## config.mk

```make
export PLATFORM = sky130hd
export DESIGN_NAME = vga_rect_arbiter_flat
export DESIGN_NICKNAME = d
export VERILOG_FILES = /design/src/rtl/vga_rect_arbiter_pkg.sv /design/src/rtl/vga_rect_arbiter_if.sv /design/src/rtl/vga_rect_arbiter_rr_arbiter.sv /design/src/rtl/vga_rect_arbiter.sv /design/src/flat_wrapper.sv
export SDC_FILE = /design/constraint.sdc
export NUM_CORES = 1
export LEC_CHECK = 0
export ABC_AREA = 0
export BUFFER_PORTS_ARGS = -buffer_cell sky130_fd_sc_hd__buf_2
export CAP_MARGIN = 25
export CORE_UTILIZATION = 48
export CTS_CLUSTER_SIZE = 8
export DETAILED_ROUTE_END_ITERATION = 8
export PLACE_DENSITY = 0.77
export SYNTH_ARGS = -nofsm -noshare
export SYNTH_HDL_FRONTEND = slang
export SYNTH_SLANG_ARGS = --single-unit
```

## constraint.sdc

```tcl
create_clock -name clk -period 2.8 [get_ports clk]
set_clock_uncertainty 0.2 [all_clocks]
set_input_delay 0.14 -clock clk [delete_from_list [all_inputs] [get_ports clk]]
set_output_delay 0.14 -clock clk [all_outputs]
set_load 0.01 [all_outputs]
```

## src/rtl/vga_rect_arbiter_pkg.sv

```systemverilog
// Shared widths, frame limits, FSM encoding and rectangle command type.
// Latency: n/a (declarations only).
// Backpressure: n/a.
package vga_rect_arbiter_pkg;

    localparam int X_W       = 8;
    localparam int Y_W       = 7;
    localparam int C_W       = 3;
    localparam int X_MAX_DEF = 159;
    localparam int Y_MAX_DEF = 119;

    typedef enum logic [1:0] {
        ST_IDLE = 2'd0,
        ST_DRAW = 2'd1,
        ST_DONE = 2'd2
    } state_t;

    typedef struct packed {
        logic [X_W-1:0] x0;
        logic [Y_W-1:0] y0;
        logic [X_W-1:0] w;
        logic [Y_W-1:0] h;
        logic [C_W-1:0] c;
    } rect_t;

    function automatic logic rect_empty(input rect_t r);
        return (r.w == '0) || (r.h == '0);
    endfunction

endpackage

```

## src/rtl/vga_rect_arbiter_if.sv

```systemverilog
// Requester command bus plus the pixel write port towards vga_adapter.
// Latency: n/a (wiring only).
// Backpressure: req is level-held by the requester until gnt.
interface vga_rect_arbiter_if #(
    parameter int NUM_REQ = 3
);
    import vga_rect_arbiter_pkg::*;

    logic [NUM_REQ-1:0]     req;
    logic [X_W*NUM_REQ-1:0] cmd_x;
    logic [Y_W*NUM_REQ-1:0] cmd_y;
    logic [X_W*NUM_REQ-1:0] cmd_w;
    logic [Y_W*NUM_REQ-1:0] cmd_h;
    logic [C_W*NUM_REQ-1:0] cmd_color;
    logic [NUM_REQ-1:0]     gnt;
    logic [NUM_REQ-1:0]     done;
    logic                   busy;
    logic [X_W-1:0]         x;
    logic [Y_W-1:0]         y;
    logic [C_W-1:0]         color;
    logic                   plot;

    modport master (
        output req, cmd_x, cmd_y, cmd_w, cmd_h, cmd_color,
        input  gnt, done, busy, x, y, color, plot
    );

    modport slave (
        input  req, cmd_x, cmd_y, cmd_w, cmd_h, cmd_color,
        output gnt, done, busy, x, y, color, plot
    );

endinterface

```

## src/rtl/vga_rect_arbiter_rr_arbiter.sv

```systemverilog
// Round-robin picker: first requester after 'last', wrapping modulo NUM_REQ.
// Latency: combinational.
// Backpressure: none; caller decides when the grant is consumed.
module vga_rect_arbiter_rr_arbiter #(
    parameter int NUM_REQ = 3,
    parameter int IDX_W   = $clog2(NUM_REQ)
) (
    input  logic [NUM_REQ-1:0] req,
    input  logic [IDX_W-1:0]   last,
    output logic [NUM_REQ-1:0] gnt_oh,
    output logic [IDX_W-1:0]   gnt_idx,
    output logic               gnt_vld
);

    logic [IDX_W-1:0] cand;

    // Walk from farthest to nearest so the nearest requester after 'last' wins.
    always_comb begin
        gnt_oh  = '0;
        gnt_idx = '0;
        gnt_vld = 1'b0;
        cand    = '0;
        for (int k = NUM_REQ; k >= 1; k--) begin
            cand = IDX_W'((int'(last) + k) % NUM_REQ);
            if (req[cand]) begin
                gnt_oh  = NUM_REQ'(1) << cand;
                gnt_idx = cand;
                gnt_vld = 1'b1;
            end
        end
    end

endmodule

```

## src/rtl/vga_rect_arbiter.sv

```systemverilog
// Arbitrates rectangle fill commands and rasterises the winner, one pixel per clock.
// Latency: gnt 1 cycle after req sampled; command of w*h pixels costs w*h+2 cycles.
// Backpressure: req held until gnt; no new grant until the current rectangle is done.
module vga_rect_arbiter
    import vga_rect_arbiter_pkg::*;
#(
    parameter int NUM_REQ = 3,
    parameter int X_MAX   = X_MAX_DEF,
    parameter int Y_MAX   = Y_MAX_DEF
) (
    input  logic              clk,
    input  logic              reset,
    vga_rect_arbiter_if.slave bus
);

    localparam int IDX_W = $clog2(NUM_REQ);

    state_t             state, next_state;
    rect_t              cmd, cmd_sel;
    logic [IDX_W-1:0]   last, winner;
    logic [X_W-1:0]     cx;
    logic [Y_W-1:0]     cy;
    logic [NUM_REQ-1:0] arb_oh, gnt_q;
    logic [IDX_W-1:0]   arb_idx;
    logic               arb_vld;
    logic [8:0]         px, py;
    logic               row_end, rect_end;
    logic [X_W-1:0]     x_q;
    logic [Y_W-1:0]     y_q;
    logic [C_W-1:0]     color_q;
    logic               plot_q;

    vga_rect_arbiter_rr_arbiter #(
        .NUM_REQ (NUM_REQ),
        .IDX_W   (IDX_W)
    ) u_rr (
        .req     (bus.req),
        .last    (last),
        .gnt_oh  (arb_oh),
        .gnt_idx (arb_idx),
        .gnt_vld (arb_vld)
    );

    always_comb begin
        cmd_sel.x0 = bus.cmd_x[arb_idx*X_W +: X_W];
        cmd_sel.y0 = bus.cmd_y[arb_idx*Y_W +: Y_W];
        cmd_sel.w  = bus.cmd_w[arb_idx*X_W +: X_W];
        cmd_sel.h  = bus.cmd_h[arb_idx*Y_W +: Y_W];
        cmd_sel.c  = bus.cmd_color[arb_idx*C_W +: C_W];
    end

    // Sums kept one bit wider than the frame so off-screen pixels clip instead of wrapping.
    assign px       = {1'b0, cmd.x0} + {1'b0, cx};
    assign py       = {2'b00, cmd.y0} + {2'b00, cy};
    assign row_end  = (cx == cmd.w - 8'd1);
    assign rect_end = row_end && (cy == cmd.h - 7'd1);

    always_ff @(posedge clk) begin
        if (reset) state <= ST_IDLE;
        else       state <= next_state;
    end

    always_comb begin
        next_state = state;
        case (state)
            ST_IDLE: if (arb_vld) next_state = rect_empty(cmd_sel) ? ST_DONE : ST_DRAW;
            ST_DRAW: if (rect_end) next_state = ST_DONE;
            ST_DONE: next_state = ST_IDLE;
            default: next_state = ST_IDLE;
        endcase
    end

    always_ff @(posedge clk) begin
        if (reset) begin
            cmd     <= '0;
            last    <= IDX_W'(NUM_REQ - 1);
            winner  <= '0;
            cx      <= '0;
            cy      <= '0;
            gnt_q   <= '0;
            x_q     <= '0;
            y_q     <= '0;
            color_q <= '0;
            plot_q  <= 1'b0;
        end else begin
            gnt_q  <= '0;
            plot_q <= 1'b0;
            case (state)
                ST_IDLE: begin
                    if (arb_vld) begin
                        cmd    <= cmd_sel;
                        winner <= arb_idx;
                        last   <= arb_idx;
                        gnt_q  <= arb_oh;
                        cx     <= '0;
                        cy     <= '0;
                    end
                end
                ST_DRAW: begin
                    x_q     <= px[X_W-1:0];
                    y_q     <= py[Y_W-1:0];
                    color_q <= cmd.c;
                    plot_q  <= (px <= 9'(X_MAX)) && (py <= 9'(Y_MAX));
                    if (row_end) begin
                        cx <= '0;
                        cy <= cy + 7'd1;
                    end else begin
                        cx <= cx + 8'd1;
                    end
                end
                default: ;
            endcase
        end
    end

    assign bus.gnt   = gnt_q;
    assign bus.done  = (state == ST_DONE) ? (NUM_REQ'(1) << winner) : '0;
    assign bus.busy  = (state != ST_IDLE);
    assign bus.x     = x_q;
    assign bus.y     = y_q;
    assign bus.color = color_q;
    assign bus.plot  = plot_q;

endmodule
```

## src/flat_wrapper.sv

```systemverilog
// flat-port wrapper written by rule: the top's interface ports become plain ports
module vga_rect_arbiter_flat import vga_rect_arbiter_pkg::*;
#(
    parameter int NUM_REQ = 3,
    parameter int X_MAX   = X_MAX_DEF,
    parameter int Y_MAX   = Y_MAX_DEF
)
  (clk, reset, bus_req, bus_cmd_x, bus_cmd_y, bus_cmd_w, bus_cmd_h, bus_cmd_color, bus_gnt, bus_done, bus_busy, bus_x, bus_y, bus_color, bus_plot);
  vga_rect_arbiter_if #(.NUM_REQ(NUM_REQ)) bus_i ();
  input  logic clk;
  input  logic reset;
  input wire logic [$bits(bus_i.req)-1:0] bus_req;
  input wire logic [$bits(bus_i.cmd_x)-1:0] bus_cmd_x;
  input wire logic [$bits(bus_i.cmd_y)-1:0] bus_cmd_y;
  input wire logic [$bits(bus_i.cmd_w)-1:0] bus_cmd_w;
  input wire logic [$bits(bus_i.cmd_h)-1:0] bus_cmd_h;
  input wire logic [$bits(bus_i.cmd_color)-1:0] bus_cmd_color;
  output wire logic [$bits(bus_i.gnt)-1:0] bus_gnt;
  output wire logic [$bits(bus_i.done)-1:0] bus_done;
  output wire logic [$bits(bus_i.busy)-1:0] bus_busy;
  output wire logic [$bits(bus_i.x)-1:0] bus_x;
  output wire logic [$bits(bus_i.y)-1:0] bus_y;
  output wire logic [$bits(bus_i.color)-1:0] bus_color;
  output wire logic [$bits(bus_i.plot)-1:0] bus_plot;
  assign bus_i.req = bus_req;
  assign bus_i.cmd_x = bus_cmd_x;
  assign bus_i.cmd_y = bus_cmd_y;
  assign bus_i.cmd_w = bus_cmd_w;
  assign bus_i.cmd_h = bus_cmd_h;
  assign bus_i.cmd_color = bus_cmd_color;
  assign bus_gnt = bus_i.gnt;
  assign bus_done = bus_i.done;
  assign bus_busy = bus_i.busy;
  assign bus_x = bus_i.x;
  assign bus_y = bus_i.y;
  assign bus_color = bus_i.color;
  assign bus_plot = bus_i.plot;
  vga_rect_arbiter #(.NUM_REQ(NUM_REQ), .X_MAX(X_MAX), .Y_MAX(Y_MAX)) u_core (.clk(clk), .reset(reset), .bus(bus_i));
endmodule
```

==> metrics.txt, run 1 <==
worst setup path category register to register; clock root buffer master clkbuf_8; clk sinks 75; top post-synthesis cells by area dfxtp_1, mux2i_1, nand2_1, a21oi_1, ha_1; DRT Pass-1 Iters 5; Worst-Skew Late Latency about 0.36 ns; placed cell areas ~5900 um2; Min Hold Slack between 0.007 and 0.008 ns; via/cell ratio 5.90; Synth Area in XOR/XNOR 5.44%; layout cell share with drive strength beyond 1 34.6%; final hold viol count 0; area leader, netlist dfxtp_1; failing checks negative setup slack; number of synthesized flops with an enable pin 0; met2 WL post-DR a little under 8000 um; initial core utilization between 40% and 50%; final count of pins violating max slew 0; synth warn 0; post-synthesis mux area share 9.22%; Worst EP required 2.85 ns; Reg clk slew, reported paths 0.08 ns; setup TNS -2.38 ns; vias between 5000 and 6000; final worst-path setup slack -0.409 ns; CP max FO 7; worst slack, placed -0.450 ns; die height 102 um; Setup Viol. Count Final 27; row count 36; DRT antenna net count 0; Synth Area in Compound Gates between 20% and 30%; final wirelength 16300 um; Worst setup EP type register; Tmin final 3.21 ns; die area 10500 um2; TritonCTS clock tree built; largest family of logic cells by synthesized area simple AND/OR/NAND/NOR gates; Synth Area in Adders under 10%; clk buf depth 2; core area around 9800 um2; flip-flop and latch count after synthesis 75; first-pass GRT wire length 23300 um; area growth from synthesis to layout 43.4%; CP Launch Type register; metal3 WL 1220 um; syn avg cell area 7.94 um2; initial antenna violation count 0; Placed Cells 890; Largest stage delay, worst path 0.48 ns; Main synth FF type dfxtp_1; cell area after synthesis 4830 um2; Max Clk Rate a little over 0.3 GHz; Slew Limit Headroom 61.4%; Hold WC Path Type input pin to register; power density over the cells 1240 nW/um2; DRT met1 WL 6400 um; Worst Max-Slew Pin Slew 0.579 ns; MaxCap Viol Count 0; async set-reset flop share out of synthesis 0%; largest net degree at the start of global routing 37; final period utilization 115%; Detailed Place HPWL 10700 um; critical path buffer and inverter count 4; Leak 3.06 nW; DR top layer met4; number of top-level pins between 100 and 150; sequential-to-total area share from yosys stat 31.1%; fin nets 939; CTS Buf Count 9; CP top delay family compound AO/OA/AOI/OAI gates; Residual DRC 0; Post-Synth Simple-Gate Area 22.2%; ANT cells 0; GRT Util Overall between 20 and 30%; RSZ-0062 raised after global routing yes; die width between 100 and 150 um; synth unique cells 57; post-synth net total between 700 and 800; Worst VDD drop 0.854 mV; top cell type's share of synthesized area 31.1%; Final Non-Filler Cells ~950; worst path arrival time ~3.3 ns; Overflow after GRT 0; vias in the first global route 5021; CTS H-tree lvls 3; DR WL/cell 17.2 um; Final Cell Area 6930 um2; worst-path cell chain buf_4, ha_4, buf_4, buf_4, nand2_1, buf_4, a21oi_1, o21ai_0, mux2_4, and3_4, a31o_2, o2111a_1; port bufs 129; CP max-delay cell a21oi_1; Most common cell on crit path buf_4; initial drt markers approximately 420; outcome finished with violations; Placer Congestion between 0.9 and 1; post-synthesis cell count 609
## final timing paths
path	from	to	slack, ns	cells after the start
max	u_core.winner[0]	u_core.state[1]	-0.41	12
min	bus_cmd_y[6]	u_core.cmd[24]	0.007	5
max reg2reg	u_core.winner[0]	u_core.state[1]	-0.41	12
min reg2reg	u_core.bus.x[3]	u_core.bus.x[3]	0.25	2
## repair_timing
item	4_1_cts	5_1_grt
cloned	0	2
pin swaps	2	15
endpoints found under the hold margin	22	0
setup endpoints to repair	42	49
buffers inserted	8	11
gates resized for setup	16	68
hold buffers	22	0
## registers in the layout, summed over array words and instances, names as in the netlist, 2 cells and up
name	flops
u_core.bus.color	3
u_core.bus.gnt	3
u_core.bus.x	8
u_core.bus.y	7
u_core.cmd	33
u_core.cx	8
u_core.cy	7
u_core.state	2
u_core.winner	2
## worst reg2reg max path, stage by stage (launching register included)
cell	delay [ns]
dfxtp_4	0.41
buf_4	0.14
ha_4	0.16
buf_4	0.14
buf_4	0.13
nand2_1	0.09
buf_4	0.14
a21oi_1	0.48
o21ai_0	0.27
mux2_4	0.33
and3_4	0.16
a31o_2	0.23
o2111a_1	0.23
## synth_stat cells (6+ instances only)
cell type,n
xnor2_1,16
clkbuf_1,25
nor3_1,15
ha_1,23
a211oi_1,11
dfxtp_1,75
or3_1,9
a21oi_1,69
o21ai_0,14
a311oi_1,6
nand3_1,11
xor2_1,14
nand2_1,97
o211ai_1,20
nor2_1,51
mux2i_1,40
and3_1,7
inv_1,16
nor2b_1,8
o21a_1,8
## through the flow
step                utilization, %  total power [mW]
detailed placement            60.8              6.22
floorplan                        -              4.67
global route                  70.9              9.06
finish                        70.9              8.58
global placement              60.8              6.04
CTS                           66.7              7.48
## cell families (layout without fill, tap and decap cells)
kind of cell    after synthesis  after routing
buf+inv                      51            257
simple gates                228            228
mux                          44             44
flops                        75             75
compound gates              156            156
xor+xnor                     30             30
fa+ha+maj                    25             25
## power by group
group,switching (mW),internal [mW]
registers,0.271,1.38
logic,3.13,2.82
clock network,0.442,0.537
## layer usage
metal,track usage (%),vias up
met5,0,-
met4,14.1,0
met3,5.54,93
met2,49.0,339
met1,34.6,2574
li1,-,2584
## layout by cell type, fill, tap and decap left out, types with 6 or more instances in the layout
cell             n
nand3_1         11
buf_4           53
or3_1            9
o21a_1           8
and3_1           6
o211ai_1        20
clkbuf_8        10
nor2b_1          8
a211oi_2         6
dlygate4sd3_1   22
inv_1           14
ha_1            19
buf_6           13
buf_2          129
nor2_1          43
nor3_1          12
xor2_1          14
dfxtp_1         73
mux2i_1         31
o21ai_0         11
a21oi_1         66
nand2_1         95
xnor2_1         16
nor2_2           6
## layout make-up
| class | count | area, um2 |
|---|---|---|
| Multi-Input combinational cell | 483 | 3390 |
| Tap cell | 133 | 166 |
| Clock buffer | 10 | 138 |
| Clock inverter | 6 | 96.3 |
| Fill cell | 695 | 2840 |
| Sequential cell | 75 | 1510 |
| Timing Repair Buffer | 225 | 1570 |
| Inverter | 16 | 62.6 |
Power figures use the tool's default switching activity.
==> run 2, diff against run 1 <==
--- a/config.mk
+++ b/config.mk
@@ -8,10 +8,10 @@
 export ABC_AREA = 0
 export BUFFER_PORTS_ARGS = -buffer_cell sky130_fd_sc_hd__buf_2
 export CAP_MARGIN = 25
-export CORE_UTILIZATION = 48
+export CORE_UTILIZATION = 45
 export CTS_CLUSTER_SIZE = 8
 export DETAILED_ROUTE_END_ITERATION = 8
-export PLACE_DENSITY = 0.77
+export PLACE_DENSITY = 0.73
 export SYNTH_ARGS = -nofsm -noshare
 export SYNTH_HDL_FRONTEND = slang
 export SYNTH_SLANG_ARGS = --single-unit
==> run 2 against run 1 <==
The flow still finishes with violations (negative setup slack); cell count up 0.11%; register-to-register slack better by 0.19 ns; utilization decreased by 6.7 points; clock power shrank 8.3%; sequential power about the same; combinational power is 13% lower; power shrank 10%; non-clock buffer count is 2 lower; worst setup slack better by 0.19 ns; critical path type unchanged.
==> metrics.txt, run 2 (same netlist as run 1, synthesis figures left out) <==
largest net degree at the start of global routing 37; worst setup path category register to register; MaxCap Viol Count 0; WP depth 11; Slew Limit Headroom 64.7%; RSZ-0062 raised after global routing yes; Worst EP required between 2 and 3 ns; vias between 5000 and 6000; net switching power 3.45 mW; row count 37; CP Launch Type register; port bufs 129; Pint 4.27 mW; combinational power share 67.0%; Detailed Place HPWL 10800 um; r2r worst-path depth 11; power density over the cells about 1200 nW/um2; outcome finished with violations; area growth from synthesis to layout 37.8%; die width 106 um; final period utilization 108%; Worst-Skew Late Latency 0.36 ns; DRT antenna net count 0; layout cell share with drive strength beyond 1 31.5%; critical path buffer and inverter count 3; Setup Viol. Count Final 4; initial drt markers 348; via/cell ratio 5.51; final count of pins violating max slew 0; crit path to u_core.state[1]; Worst VDD drop 0.765 mV; CP max-delay cell a311o_2; Most common cell on crit path buf_4; first-pass GRT wire length 23300 um; failing checks negative setup slack; Worst Max-Slew Pin Slew 0.530 ns; placed cell areas roughly 6000 um2; R2R Path End u_core.state[1]; Worst setup EP type register; Worst Setup SP u_core.winner[0]; clk sinks 75; Placer Congestion 0.941; clock share of power 11.6%; die height between 100 and 150 um; Sw Ratio 44.7%; worst-path cell chain inv_6, ha_4, buf_4, o21a_1, a311o_2, buf_4, mux2i_1, mux2_2, and3_1, a31o_2, o2111a_1; initial antenna violation count 0; worst hold start bus_cmd_y[5]; fin nets 937; GRT Util Overall 26.2%; final hold viol count 0; Largest stage delay, worst path 0.44 ns; Reg clk slew, reported paths 0.08 ns; Largest Register u_core.cmd; launch point of the worst reg-to-reg path u_core.winner[0]; core area 10400 um2; CP max FO 6; ANT cells 0; most frequent cells in the layout buf_2, nand2_1, dfxtp_1; Tmin final around 3.0 ns; commonest non-fill, non-tap cell in the layout buf_2; Residual DRC 0; initial core utilization roughly 47%; CTS Buf Count 9; Leak between 2 and 3 nW; clk buf depth 2; max reg flops 33; number of top-level pins 130; Placed Cells 895; TritonCTS clock tree built; final worst-path setup slack -0.219 ns; CTS H-tree lvls 3; die area 11200 um2; clock root buffer master clkbuf_8; Final Cell Area 6660 um2; Reg2Reg Setup Slack -0.22 ns; vias in the first global route around 5000; DRT Pass-1 Iters 7; Final Non-Filler Cells 949; Overflow after GRT 0; Max Clk Rate 0.331 GHz; DR WL/cell 15.4 um; Reg power frac 21.4%; worst path arrival time just over 3 ns; CP top delay family compound AO/OA/AOI/OAI gates; Hold WC Path Type input pin to register; final wirelength approximately 15000 um
==> run 2: cell types whose count changed in the layout (fill, tap and decap cells not counted), sizes merged <==
cell         previous run  this run
bufinv                  2         1
buf                   201       199
clkbuf                 12        11
inv                    18        17
dlygate4sd3            22        24
clkinv                  1         2
==> run 2: worst min path at each step <==
stage                 endpoint  slack [ns]  cells after the start
2_1_floorplan   u_core.last[1]        0.06                      2
3_3_place_gp   u_core.bus.x[3]        0.24                      2
3_5_place_dp   u_core.bus.x[4]        0.24                      2
4_1_cts         u_core.cmd[23]       0.003                      5
5_1_grt          u_core.cmd[2]        0.04                      5
6_report        u_core.cmd[23]       0.007                      5
==> run 2: power by group through the flow <==
stage          logic (mW)  clock network (mW)  registers (mW)
2_1_floorplan        3.04                   0            1.63
3_3_place_gp         4.47                   0            1.63
3_5_place_dp         4.61                   0            1.65
4_1_cts              4.86               0.902            1.63
5_1_grt              5.63               0.955            1.69
6_report             5.17               0.898            1.65
==> run 2: cell type report <==
| cell class | instances | area, um2 |
|---|---|---|
| Clock inverter | 5 | 60.1 |
| Clock buffer | 11 | 151 |
| Fill cell | 864 | 3710 |
| Tap cell | 136 | 170 |
| Multi-Input combinational cell | 483 | 3260 |
| Timing Repair Buffer | 223 | 1440 |
| Sequential cell | 75 | 1510 |
| Inverter | 16 | 67.6 |
==> run 2: per-layer routing <==
layer,GRT usage (%),vias to the layer above,routed length [um]
met5,0,-,0
met4,10.2,0,316
met3,4.58,33,807
met2,43.9,206,7020
met1,33.3,2408,6420
li1,-,2579,-
==> run 2: timing repair <==
| item | 4_1_cts | 5_1_grt |
|---|---|---|
| gates resized for setup | 20 | 19 |
| setup buffers | 7 | 7 |
| endpoints found under the setup margin | 43 | 42 |
| endpoints found under the hold margin | 22 | 0 |
| pin swaps | 3 | 4 |
| hold buffers | 24 | 0 |
==> run 2: stage by stage <==
stage	total power [mW]	worst slack [ns]	setup TNS (ns)	util, %	hold WS [ns]
detailed placement	6.26	-0.289	-3.12	57.5	0.245
floorplan	4.67	-0.0928	-0.162	-	0.0610
global route	8.27	-0.318	-0.993	64.2	0.0435
finish	7.72	-0.219	-0.444	64.2	0.00684
global placement	6.11	-0.171	-0.657	57.5	0.240
CTS	7.39	-0.177	-0.353	63.1	0.00271
==> run 2: worst min-delay path: cells and delay by family <==
| family | cells | cell delay [ns] |
|---|---|---|
| multiplexers | 1 | 0.05 |
| buffers and inverters | 1 | 0.07 |
| AO/OA/AOI/OAI | 2 | 0.21 |
| AND/OR/NAND/NOR | 1 | 0.06 |
